<file path="src/rtl/keypad_event_queue.sv">
// keypad_event_queue
//   Scans a 4x4 matrix keypad, debounces whole-matrix frames and queues one
//   keycode per accepted press in a first-word-fall-through FIFO that the
//   calculator FSM drains through a valid/ready handshake.
//   Optional feature macro: KEYPAD_AUTOREPEAT_EN (auto-repeat while a single
//   key stays held); without it exactly one event is produced per press.
module keypad_event_queue #(
    parameter int SCAN_DIV       = 12000,
    parameter int DEBOUNCE_SCANS = 4,
    parameter int FIFO_DEPTH     = 4,
    parameter int REPEAT_FIRST   = 32,
    parameter int REPEAT_NEXT    = 8
) (
    input  logic       Clk,
    input  logic       reset,
    input  logic [3:0] row_in,
    output logic [3:0] col_out,
    output logic [3:0] key_code,
    output logic       key_valid,
    input  logic       key_ready,
    output logic       key_held,
    output logic       fifo_overflow
);

    localparam int DIV_W = (SCAN_DIV > 1) ? $clog2(SCAN_DIV) : 1;
    localparam int AW    = $clog2(FIFO_DEPTH);
    localparam logic [DIV_W-1:0] DIV_LAST = DIV_W'(SCAN_DIV - 1);
    localparam logic [3:0]       DEB_LAST = 4'(DEBOUNCE_SCANS);

    // Configuration sanity; repeat timing is validated even when compiled out
    // so a bad setting surfaces before the feature is switched on.
    if (SCAN_DIV < 2) begin : g_bad_scan_div
        $error("SCAN_DIV must be at least 2");
    end
    if (DEBOUNCE_SCANS < 1 || DEBOUNCE_SCANS > 15) begin : g_bad_debounce
        $error("DEBOUNCE_SCANS must be in 1..15");
    end
    if (FIFO_DEPTH < 2 || FIFO_DEPTH > 16 || (FIFO_DEPTH & (FIFO_DEPTH - 1)) != 0) begin : g_bad_depth
        $error("FIFO_DEPTH must be a power of two in 2..16");
    end
    if (REPEAT_FIRST < 1 || REPEAT_NEXT < 1) begin : g_bad_repeat
        $error("REPEAT_FIRST and REPEAT_NEXT must be at least 1");
    end

    typedef enum logic [1:0] {IDLE, CAND, PRESSED, RELEASE} state_t;

    // Closure count of one column, saturated at 2 (2 means "two or more").
    function automatic logic [1:0] closures(input logic [3:0] closed);
        logic [2:0] n;
        n = {2'b00, closed[0]} + {2'b00, closed[1]} + {2'b00, closed[2]} + {2'b00, closed[3]};
        return (n > 3'd2) ? 2'd2 : n[1:0];
    endfunction

    // Saturating merge of two closure counts.
    function automatic logic [1:0] count_sat(input logic [1:0] a, input logic [1:0] b);
        logic [2:0] s;
        s = {1'b0, a} + {1'b0, b};
        return (s > 3'd2) ? 2'd2 : s[1:0];
    endfunction

    // Row of the lowest closed contact; only meaningful for a single closure.
    function automatic logic [1:0] first_row(input logic [3:0] closed);
        if (closed[0])      return 2'd0;
        else if (closed[1]) return 2'd1;
        else if (closed[2]) return 2'd2;
        else                return 2'd3;
    endfunction

    // Physical keypad legend.
    function automatic logic [3:0] keymap(input logic [1:0] r, input logic [1:0] c);
        case ({r, c})
            4'h0: return 4'h1;  4'h1: return 4'h2;  4'h2: return 4'h3;  4'h3: return 4'hA;
            4'h4: return 4'h4;  4'h5: return 4'h5;  4'h6: return 4'h6;  4'h7: return 4'hB;
            4'h8: return 4'h7;  4'h9: return 4'h8;  4'hA: return 4'h9;  4'hB: return 4'hC;
            4'hC: return 4'hE;  4'hD: return 4'h0;  4'hE: return 4'hF;  default: return 4'hD;
        endcase
    endfunction

    logic [3:0]       row_meta_p0, row_sync_p1;
    logic [DIV_W-1:0] div_q;
    logic [1:0]       col_q;
    logic             tick, frame_done;
    logic [3:0]       closed, col_code, acc_code, frame_code;
    logic [1:0]       col_n, acc_n, frame_n;
    logic             is_single, is_none, frame_match;
    state_t           state_q, state_d;
    logic [3:0]       cand_q, cand_d, cnt_q, cnt_d, cnt_inc;
    logic             push;
    logic [3:0]       mem [FIFO_DEPTH];
    logic [AW:0]      wr_ptr, rd_ptr;
    logic             fifo_empty, fifo_full, pop, do_write;

`ifdef KEYPAD_AUTOREPEAT_EN
    localparam int RPT_MAX = (REPEAT_FIRST > REPEAT_NEXT) ? REPEAT_FIRST : REPEAT_NEXT;
    localparam int RPT_W   = $clog2(RPT_MAX + 1);
    logic [RPT_W-1:0] rpt_cnt_q, rpt_cnt_d, rpt_inc, rpt_target;
    logic             rpt_next_q, rpt_next_d;
    assign rpt_inc    = rpt_cnt_q + RPT_W'(1);
    assign rpt_target = rpt_next_q ? RPT_W'(REPEAT_NEXT) : RPT_W'(REPEAT_FIRST);
`endif

    // Two-flop synchroniser for the asynchronous row inputs
    always_ff @(posedge Clk) begin
        row_meta_p0 <= row_in;
        row_sync_p1 <= row_meta_p0;
    end

    assign tick       = (div_q == DIV_LAST);
    assign frame_done = tick && (col_q == 2'd3);
    assign col_out    = ~(4'b0001 << col_q);

    // Scan divider and column index
    always_ff @(posedge Clk) begin
        if (reset) begin
            div_q <= '0;
            col_q <= 2'd0;
        end else if (tick) begin
            div_q <= '0;
            col_q <= col_q + 2'd1;
        end else begin
            div_q <= div_q + DIV_W'(1);
        end
    end

    // Column 0 starts a fresh frame; later columns merge into the running result.
    assign closed      = ~row_sync_p1;
    assign col_n       = closures(closed);
    assign col_code    = keymap(first_row(closed), col_q);
    assign frame_n     = (col_q == 2'd0) ? col_n : count_sat(acc_n, col_n);
    assign frame_code  = (col_n == 2'd1) ? col_code : acc_code;
    assign is_single   = (frame_n == 2'd1);
    assign is_none     = (frame_n == 2'd0);
    assign frame_match = is_single && (frame_code == cand_q);

    // Frame accumulator, updated on every column sample
    always_ff @(posedge Clk) begin
        if (tick) begin
            acc_n    <= frame_n;
            acc_code <= frame_code;
        end
    end

    // Debounce FSM state register
    always_ff @(posedge Clk) begin
        if (reset) begin
            state_q <= IDLE;
            cnt_q   <= 4'd0;
        end else begin
            state_q <= state_d;
            cnt_q   <= cnt_d;
        end
        cand_q <= cand_d;
    end

    assign cnt_inc = cnt_q + 4'd1;

    // Debounce FSM next-state and push decision, evaluated once per frame
    always_comb begin
        state_d = state_q;
        cand_d  = cand_q;
        cnt_d   = cnt_q;
        push    = 1'b0;
`ifdef KEYPAD_AUTOREPEAT_EN
        rpt_cnt_d  = rpt_cnt_q;
        rpt_next_d = rpt_next_q;
`endif
        if (frame_done) begin
            unique case (state_q)
                IDLE: begin
                    if (is_single) begin
                        cand_d = frame_code;
                        if (DEBOUNCE_SCANS == 1) begin
                            push    = 1'b1;
                            state_d = PRESSED;
                        end else begin
                            cnt_d   = 4'd1;
                            state_d = CAND;
                        end
                    end
                end
                CAND: begin
                    if (frame_match) begin
                        cnt_d = cnt_inc;
                        if (cnt_inc == DEB_LAST) begin
                            push    = 1'b1;
                            state_d = PRESSED;
                        end
                    end else if (is_single) begin
                        cand_d = frame_code;
                        cnt_d  = 4'd1;
                    end else begin
                        state_d = IDLE;
                    end
                end
                PRESSED: begin
                    if (is_none) begin
                        cnt_d   = 4'd1;
                        state_d = (DEBOUNCE_SCANS == 1) ? IDLE : RELEASE;
                    end
                end
                RELEASE: begin
                    if (is_none) begin
                        cnt_d = cnt_inc;
                        if (cnt_inc == DEB_LAST) state_d = IDLE;
                    end else begin
                        state_d = PRESSED;
                    end
                end
            endcase
`ifdef KEYPAD_AUTOREPEAT_EN
            if (state_q == PRESSED && frame_match) begin
                if (rpt_inc == rpt_target) begin
                    push       = 1'b1;
                    rpt_cnt_d  = '0;
                    rpt_next_d = 1'b1;
                end else begin
                    rpt_cnt_d = rpt_inc;
                end
            end else begin
                rpt_cnt_d  = '0;
                rpt_next_d = 1'b0;
            end
`endif
        end
    end

`ifdef KEYPAD_AUTOREPEAT_EN
    // Auto-repeat counter register
    always_ff @(posedge Clk) begin
        if (reset) begin
            rpt_cnt_q  <= '0;
            rpt_next_q <= 1'b0;
        end else begin
            rpt_cnt_q  <= rpt_cnt_d;
            rpt_next_q <= rpt_next_d;
        end
    end
`endif

    assign key_held   = (state_q == PRESSED) || (state_q == RELEASE);
    assign fifo_empty = (wr_ptr == rd_ptr);
    assign fifo_full  = (wr_ptr[AW] != rd_ptr[AW]) && (wr_ptr[AW-1:0] == rd_ptr[AW-1:0]);
    assign key_valid  = !fifo_empty;
    assign pop        = key_valid && key_ready;
    // A pop in the same cycle frees the slot, so a push into a full FIFO still lands.
    assign do_write   = push && (!fifo_full || pop);
    assign key_code   = key_valid ? mem[rd_ptr[AW-1:0]] : 4'd0;

    // FIFO pointers and sticky overflow flag
    always_ff @(posedge Clk) begin
        if (reset) begin
            wr_ptr        <= '0;
            rd_ptr        <= '0;
            fifo_overflow <= 1'b0;
        end else begin
            if (do_write) wr_ptr <= wr_ptr + (AW+1)'(1);
            if (pop)      rd_ptr <= rd_ptr + (AW+1)'(1);
            if (push && fifo_full && !pop) fifo_overflow <= 1'b1;
        end
    end

    // FIFO storage
    always_ff @(posedge Clk) begin
        if (do_write) mem[wr_ptr[AW-1:0]] <= cand_d;
    end

endmodule

</file>
<file path="config.mk">
export PLATFORM = sky130hd
export DESIGN_NAME = keypad_event_queue
export DESIGN_NICKNAME = d
export VERILOG_FILES = /design/src/rtl/keypad_event_queue.sv
export SDC_FILE = /design/constraint.sdc
export NUM_CORES = 1
export LEC_CHECK = 0
export ABC_AREA = 1
export CELL_PAD_IN_SITES_DETAIL_PLACEMENT = 1
export CELL_PAD_IN_SITES_GLOBAL_PLACEMENT = 1
export CORE_MARGIN = 2
export CORE_UTILIZATION = 40
export CTS_CLUSTER_DIAMETER = 200
export CTS_CLUSTER_SIZE = 14
export DETAILED_ROUTE_END_ITERATION = 10
export HOLD_SLACK_MARGIN = 0.12
export PLACE_DENSITY_LB_ADDON = 0.3
export SLEW_MARGIN = 10
export SYNTH_ARGS = -nofsm -noshare
export SYNTH_HDL_FRONTEND = slang
export SYNTH_SLANG_ARGS = --single-unit
</file>
<file path="constraint.sdc">
create_clock -name Clk -period 5 [get_ports Clk]
set_clock_uncertainty 0.1 [all_clocks]
set_input_delay 0.75 -clock Clk [delete_from_list [all_inputs] [get_ports Clk]]
set_output_delay 0.75 -clock Clk [all_outputs]
set_load 0.05 [all_outputs]
</file>
==> impl_results.md, run 1 <==
* Outcome: complete, no violations
* Critical path's largest stage delay at 480 ps
* Top_reg_cell synth: dfxtp_1
* Slew @ Worst Pin at between 500 and 600 ps
* Reg2Reg Capture Point: mem[0][1]$_DFFE_PP_
* Syn. warnings at 0
* Hold Crit Class: reg2reg
* GRT Util Overall at 0.188
* Syn Std Cell Area at 3350 um2
* Worst setup SP type: register
* Leading area contributor after synthesis: dfxtp_1
* Unique masters post-synth at 40
* Die Y at 95.5 um
* Die Area at 9120 um2
* Nets at around 460
* Worst R2R Start: row_sync_p1[0]$_DFF_P_
* R2R setup slack at ~1000 ps
* Initial core utilization at 0.410
* Syn avg cell area at 8.09 um2
* Core area at ~8200 um2
* Final Hold Fails at 0
* Critical path fanouts, max at 9
* Worst Setup End Kind: register
* Arr. time, crit path at 3900 ps
* DR DRC count at 0
* Final period util at 0.796
* Die extent in x at 95.5 um
* Seq cells post-synth at 65
* CTS sink count at 65
* Final HPWL DP at about 5.9 mm
* Reg clk slew, reported paths at approximately 70 ps
* Setup Fix Bufs, Post-CTS at 0
* Max Cap Violations at 0
* Final cell count without fillers at 547
* CTS H-Tree Depth at 3
* First-pass DRT Iterations at 4
* Number of buffers and inverters on the critical path at 4
* Post-synthesis sequential area ratio at 0.454
* CTS buffer count at 9
* CP max-delay cell: fa_1
* Leak pwr at approximately 1.5 nW
* CP delay by family, top: adder cells
* Pins Over Slew Limit at 0
* Post-route setup TNS at 0 ps
* First-pass GRT wire length at 13.1 mm
* # fillers at 1010
* Worst rel slew slack at 0.649
* CTS tree: done
* Synth Instances at 414
* Drt total wl at 7.69 mm
* Per-cell routed wire length at ~14 um
* EDFF count, synth at 22
* Clk buf depth at 2
* Worst setup path end: mem[0][1]$_DFFE_PP_
* Top-area cell type share of the netlist area at 0.257
* Synth area leaders: dfxtp_1 (26%), edfxtp_1 (20%), nand2_1 (9.3%)
* Initial antenna violation count at 0
* Crit-path most repeated cell: nand2_1
* Antenna Violating Nets Remaining at 0
* IO buf count at 17
* Reg2Reg Depth at 17
* # diodes at 0
* Max Freq at 251 MHz
* Vias at 2755
* Final setup vio count at 0
* Net Count, Synth at 441
* Worst skew pair latency at 350 ps
* Share of layout cells above drive strength 1 at 0.0905
* Placer's final routability congestion estimate at ~0.82
* Worst EP required at 4910 ps
* Via density at 5.04
* Synth async-reset ratio at 0
* Period minus WS final at 3980 ps
* Ports at 18
* Critical path depth in cells at 17
* Max VDD drop at 0.103 mV
* Syn-to-layout area delta at 13.9%
* GRT Residual Overflow at 0
* Number of cell rows at 33
* CTS Hold Buffers Added at 0
* Unrepaired setup endpoints after global routing: no
* Critical path origin: row_sync_p1[0]$_DFF_P_
* Clock root cell: clkbuf_8
* Detailed Route Iter0 Violations at between 60 and 70
* Vias in the first global route at 2886
* Placed Cells at roughly 530
* Power per cell area at 299 nW/um2
* Post-cts sizing count at 0
* Crit path kind: reg2reg
* CP Cell Sequence: inv_1 -> fa_1 -> ha_1 -> inv_1 -> ha_1 -> nand2_2 -> inv_2 -> nand2_1 -> fa_1 -> nand2_1 -> nand2_1 -> o21ai_2 -> nor2_4 -> inv_2 -> nor3_4 -> nand4_2 -> nor2_1
* Largest net degree at the start of global routing at 17
state kept, by name, indices dropped and copies added (netlist names), 3 cells and up, named ones only:
register and cells:
mem 16, rd_ptr 3, row_sync_p1 4, row_meta_p0 4, div_q 14, cnt_q 4
cand_q 4, acc_code 4, wr_ptr 3
stage by stage:
stage	power (mW)	utilization	area (um2)	hold slack [ps]	setup slack, ps
floorplan	0.667	-	3350	210	1470
global placement	0.701	0.443	3620	212	1220
detailed placement	0.706	0.443	3620	213	1030
CTS	1.15	0.467	3810	232	997
global route	1.18	0.467	3810	242	670
finish	1.14	0.467	3810	230	1020
synthesized netlist by cell type, drive strengths merged, types with 2 or more instances:
| library cell | count |
|---|---|
| xnor2 | 4 |
| o21ai | 17 |
| o22ai | 3 |
| nor4 | 3 |
| xor2 | 4 |
| buf | 2 |
| a21oi | 21 |
| edfxtp | 22 |
| nor3 | 6 |
| clkbuf | 3 |
| nand4 | 7 |
| a211oi | 2 |
| o221ai | 3 |
| nor3b | 4 |
| fa | 2 |
| nand3 | 23 |
| inv | 59 |
| dfxtp | 43 |
| or2 | 3 |
| o32ai | 4 |
| nand2 | 90 |
| ha | 18 |
| nor2 | 65 |
cell families after synthesis:
group                    synth area share
AND/OR/NAND/NOR                     0.273
flip-flops                          0.454
buffers and inverters              0.0751
AO/OA/AOI/OAI                      0.0953
adder cells (fa/ha/maj)            0.0792
XOR/XNOR                           0.0232
layout by cell type, fill, tap and decap left out, types with 2 or more instances in the layout:
| cell type | count |
|---|---|
| nand2_2 | 7 |
| nor3_1 | 5 |
| dfxtp_1 | 43 |
| o21ai_0 | 16 |
| inv_2 | 5 |
| a21oi_1 | 21 |
| fa_1 | 2 |
| clkbuf_8 | 9 |
| nand2_1 | 83 |
| o221ai_1 | 3 |
| nor3b_1 | 4 |
| xor2_1 | 4 |
| nor2_2 | 6 |
| edfxtp_1 | 22 |
| clkinvlp_4 | 3 |
| or2_1 | 2 |
| ha_1 | 18 |
| clkdlybuf4s50_1 | 17 |
| o22ai_1 | 3 |
| nor2_1 | 58 |
| xnor2_1 | 3 |
| o32ai_1 | 4 |
| nand4_1 | 6 |
| a211oi_1 | 2 |
| nand3_1 | 22 |
| nor4_1 | 3 |
| inv_1 | 54 |
final cells by class:
| class | count | area [um2] | area share |
|---|---|---|---|
| repair buffers | 17 | 170 | 0.0446 |
| inverters | 59 | 221 | 0.0581 |
| clock buffers | 9 | 124 | 0.0325 |
| multi-input cells | 285 | 1580 | 0.413 |
| well taps | 105 | 131 | 0.0344 |
| flip-flops and latches | 65 | 1520 | 0.399 |
| clock inverters | 7 | 70.1 | 0.0184 |
power breakdown:
group / total [mW] / switching, mW / internal [mW]
Clock: 0.447 / 0.218 / 0.229
Sequential: 0.563 / 0.0105 / 0.553
Combinational: 0.131 / 0.0868 / 0.0439
per-layer routing:
metal	vias up	track usage	wire, um
li1	1403	-	-
met3	16	0.0332	167
met5	-	0	0
met4	0	0.0964	172
met2	27	0.309	3630
met1	1309	0.237	3730
worst min path at each step:
stage               slack, ps              startpoint                     end  depth (start not counted)
CTS                       230  row_meta_p0[3]$_DFF_P_  row_sync_p1[3]$_DFF_P_                          0
global placement          210  row_meta_p0[3]$_DFF_P_  row_sync_p1[3]$_DFF_P_                          0
floorplan                 210  row_meta_p0[0]$_DFF_P_  row_sync_p1[0]$_DFF_P_                          0
global route              240  row_meta_p0[1]$_DFF_P_  row_sync_p1[1]$_DFF_P_                          0
detailed placement        210  row_meta_p0[3]$_DFF_P_  row_sync_p1[3]$_DFF_P_                          0
finish                    230  row_meta_p0[1]$_DFF_P_  row_sync_p1[1]$_DFF_P_                          0
(Power assumes the default switching activity.)
==> run 2: changes to the inputs <==
==> constraint.sdc (replaced) <==
create_clock -name Clk -period 3.55 [get_ports Clk]
set_clock_uncertainty 0.1 [all_clocks]
set_input_delay 0.5325 -clock Clk [delete_from_list [all_inputs] [get_ports Clk]]
set_output_delay 0.5325 -clock Clk [all_outputs]
set_load 0.05 [all_outputs]
==> impl_results.md, run 2 (synthesis gave the netlist of run 1 again) <==
* Worst EP required at 3690 ps (-1220 ps)
* Pins Over Slew Limit at 0 (unchanged)
* Final Hold Fails at 0 (unchanged)
* Placer's final routability congestion estimate at 0.850 (+3.3%)
* Worst setup SP type: register
* CTS sink count at 65 (unchanged)
* Initial core utilization at 0.410 (unchanged)
* Min-delay src: row_meta_p0[0]$_DFF_P_
* Area of the multi-input gates at 1680 um2 (+6.3%)
* Most frequent cells in the layout: nand2_1 (79), nor2_1 (53), inv_1 (51)
* First-pass GRT wire length at 13.9 mm (+6.4%)
* CTS H-Tree Depth at 3 (unchanged)
* Clk buf depth at 2 (unchanged)
* Worst R2R Start: row_sync_p1[1]$_DFF_P_
* Vias in the first global route at 2969 (+2.9%)
* Die Y at 95.5 um (unchanged)
* First-pass DRT Iterations at 4 (unchanged)
* Max Cap Violations at 0 (unchanged)
* CTS tree: done
* Worst Setup End Kind: register
* Die extent in x at 95.5 um (unchanged)
* Vias at 2827 (+2.6%)
* Per-cell routed wire length at 14.6 um (+3.9%)
* CTS buffer count at 9 (unchanged)
* # diodes at 0 (unchanged)
* Leak pwr at 1.58 nW (+2.8%)
* Placed instance area at 3670 um2 (+1.2%)
* Fin util at 0.489 (+0.0219)
* Clock root cell: clkbuf_8
* Reg2Reg Capture Point: wr_ptr[2]$_SDFFE_PP0P_
* Core area at 8180 um2 (unchanged)
* Detailed Route Iter0 Violations at 101 (+46%)
* Max VDD drop at 0.263 mV (+160%)
* Antenna Violating Nets Remaining at 0 (unchanged)
* Syn-to-layout area delta at 19.2%
* Sequential Area at 1530 um2 (+0.25%)
* Final setup vio count at 0 (unchanged)
* Largest net degree at the start of global routing at 17 (unchanged)
* Critical path origin: row_sync_p1[1]$_DFF_P_
* Hold Crit Class: reg2reg
* Max Freq at 293 MHz (+17%)
* Final period util at 0.962 (+0.165)
* Number of flip-flops in the largest register at 16 (unchanged)
* Share of layout cells above drive strength 1 at 0.155 (+0.0647)
* Power per cell area at 408 nW/um2 (+37%)
* Die Area at 9120 um2 (unchanged)
* Unrepaired setup endpoints after global routing: yes
* Reg clk slew, reported paths at 80 ps (about the same)
* Min-Delay Path Depth at 0 (unchanged)
* Crit path kind: reg2reg
* Final Cell Area at 3990 um2 (+4.7%)
* Worst Hold End: row_sync_p1[0]$_DFF_P_
* IO buf count at 17 (unchanged)
* DR DRC count at 0 (unchanged)
* Drt total wl at 8.12 mm (+5.6%)
* Placed Cells at 537 (+1.1%)
* Worst rel slew slack at 0.650 (+0.000819)
* R2R setup slack at 140 ps (-880 ps)
* Final HPWL DP at 5.98 mm (+1.5%)
* Slew @ Worst Pin at 524 ps (+3.69 ps)
* Commonest non-fill, non-tap cell in the layout: nand2_1
* Outcome: complete, no violations
* Via density at 5.08 (+0.95%)
* # fillers at 987 (-2.3%)
* Nets at 473 (+1.9%)
* CTS Hold Buffers Added at 0 (unchanged)
* Ports at 18 (unchanged)
* GRT Util Overall at 0.200 (+0.0116)
* Number of cell rows at 33 (unchanged)
* GRT Residual Overflow at 0 (unchanged)
* Period minus WS final at 3410 ps (-567 ps)
* Reg2Reg Depth at 21 (+4)
* Critical path fanouts, max at 3 (-6)
* Initial antenna violation count at 0 (unchanged)
* Final cell count without fillers at 556 (+1.6%)
* Arr. time, crit path at 3550 ps (-350 ps)
* Worst skew pair latency at 350 ps (about the same)
==> run 2: cell types whose count changed in the layout (fill, tap and decap cells not counted), moves of 3 or more <==
cell,delta
dfxtp_2,+3
nand2_2,+3
nand2_1,-4
dfxtp_1,-3
nor2_4,+4
inv_1,-3
buf_4,+8
nor2_1,-5
ha_1,-3
==> run 2: worst max path at each step <==
stage	end	slack [ps]	cells past startpoint
CTS	mem[1][2]$_DFFE_PP_	-50	17
finish	wr_ptr[2]$_SDFFE_PP0P_	140	21
floorplan	mem[0][0]$_DFFE_PP_	20	17
detailed placement	mem[3][0]$_DFFE_PP_	-60	18
global placement	mem[3][3]$_DFFE_PP_	130	16
global route	wr_ptr[2]$_SDFFE_PP0P_	-80	21
==> run 2: cell type report <==
| type | instances | area share |
|---|---|---|
| Clock inverter | 6 | 0.0172 |
| Multi-Input combinational cell | 285 | 0.419 |
| Sequential cell | 65 | 0.382 |
| Clock buffer | 10 | 0.0320 |
| Timing Repair Buffer | 26 | 0.0605 |
| Tap cell | 105 | 0.0329 |
| Inverter | 59 | 0.0561 |
==> run 2: power breakdown <==
group / switching, mW / total, mW / internal (mW)
registers: 0.0138 / 0.792 / 0.779
clock network: 0.306 / 0.632 / 0.325
logic: 0.134 / 0.207 / 0.0733
==> run 2: critical path, cell delays in order (launching register included) <==
cell,delay (ps)
dfxtp_2,360
inv_2,40
fa_1,460
ha_2,190
inv_2,70
ha_4,140
nand2_4,60
inv_4,60
nand2_2,40
fa_1,500
nand2_2,70
nand2_2,80
o21ai_4,80
nor2_4,100
inv_2,60
nor3_4,220
buf_6,140
nand4_1,150
nor2_2,210
nand3_2,90
nand2_1,60
nor2_1,40
==> run 2: stage by stage <==
step                      setup slack, ps  hold WS (ps)  power [mW]  setup TNS, ps
after floorplan                      18.9           210       0.939              0
after global placement                128           211       0.992              0
after detailed placement            -55.8           214        1.00           -360
after CTS                           -49.8           235        1.64           -457
after global routing                -79.1           241        1.70           -278
final                                 136           230        1.63              0
==> run 2: repair_timing <==
action | CTS | global route
setup buffers | 0 | 3
pin swaps | 0 | 7
resized for setup | 3 | 28
endpoints found under the setup margin | 23 | 45
==> run 2: layer usage <==
layer  wire length, um  up-vias  global-route usage  share of wire
li1                  -     1418                   -              -
met2              4070       34               0.333           0.50
met1              3740     1363               0.257           0.46
met3               213       12              0.0435          0.026
met4                92        0              0.0667          0.011
met5                 0        -                   0              0
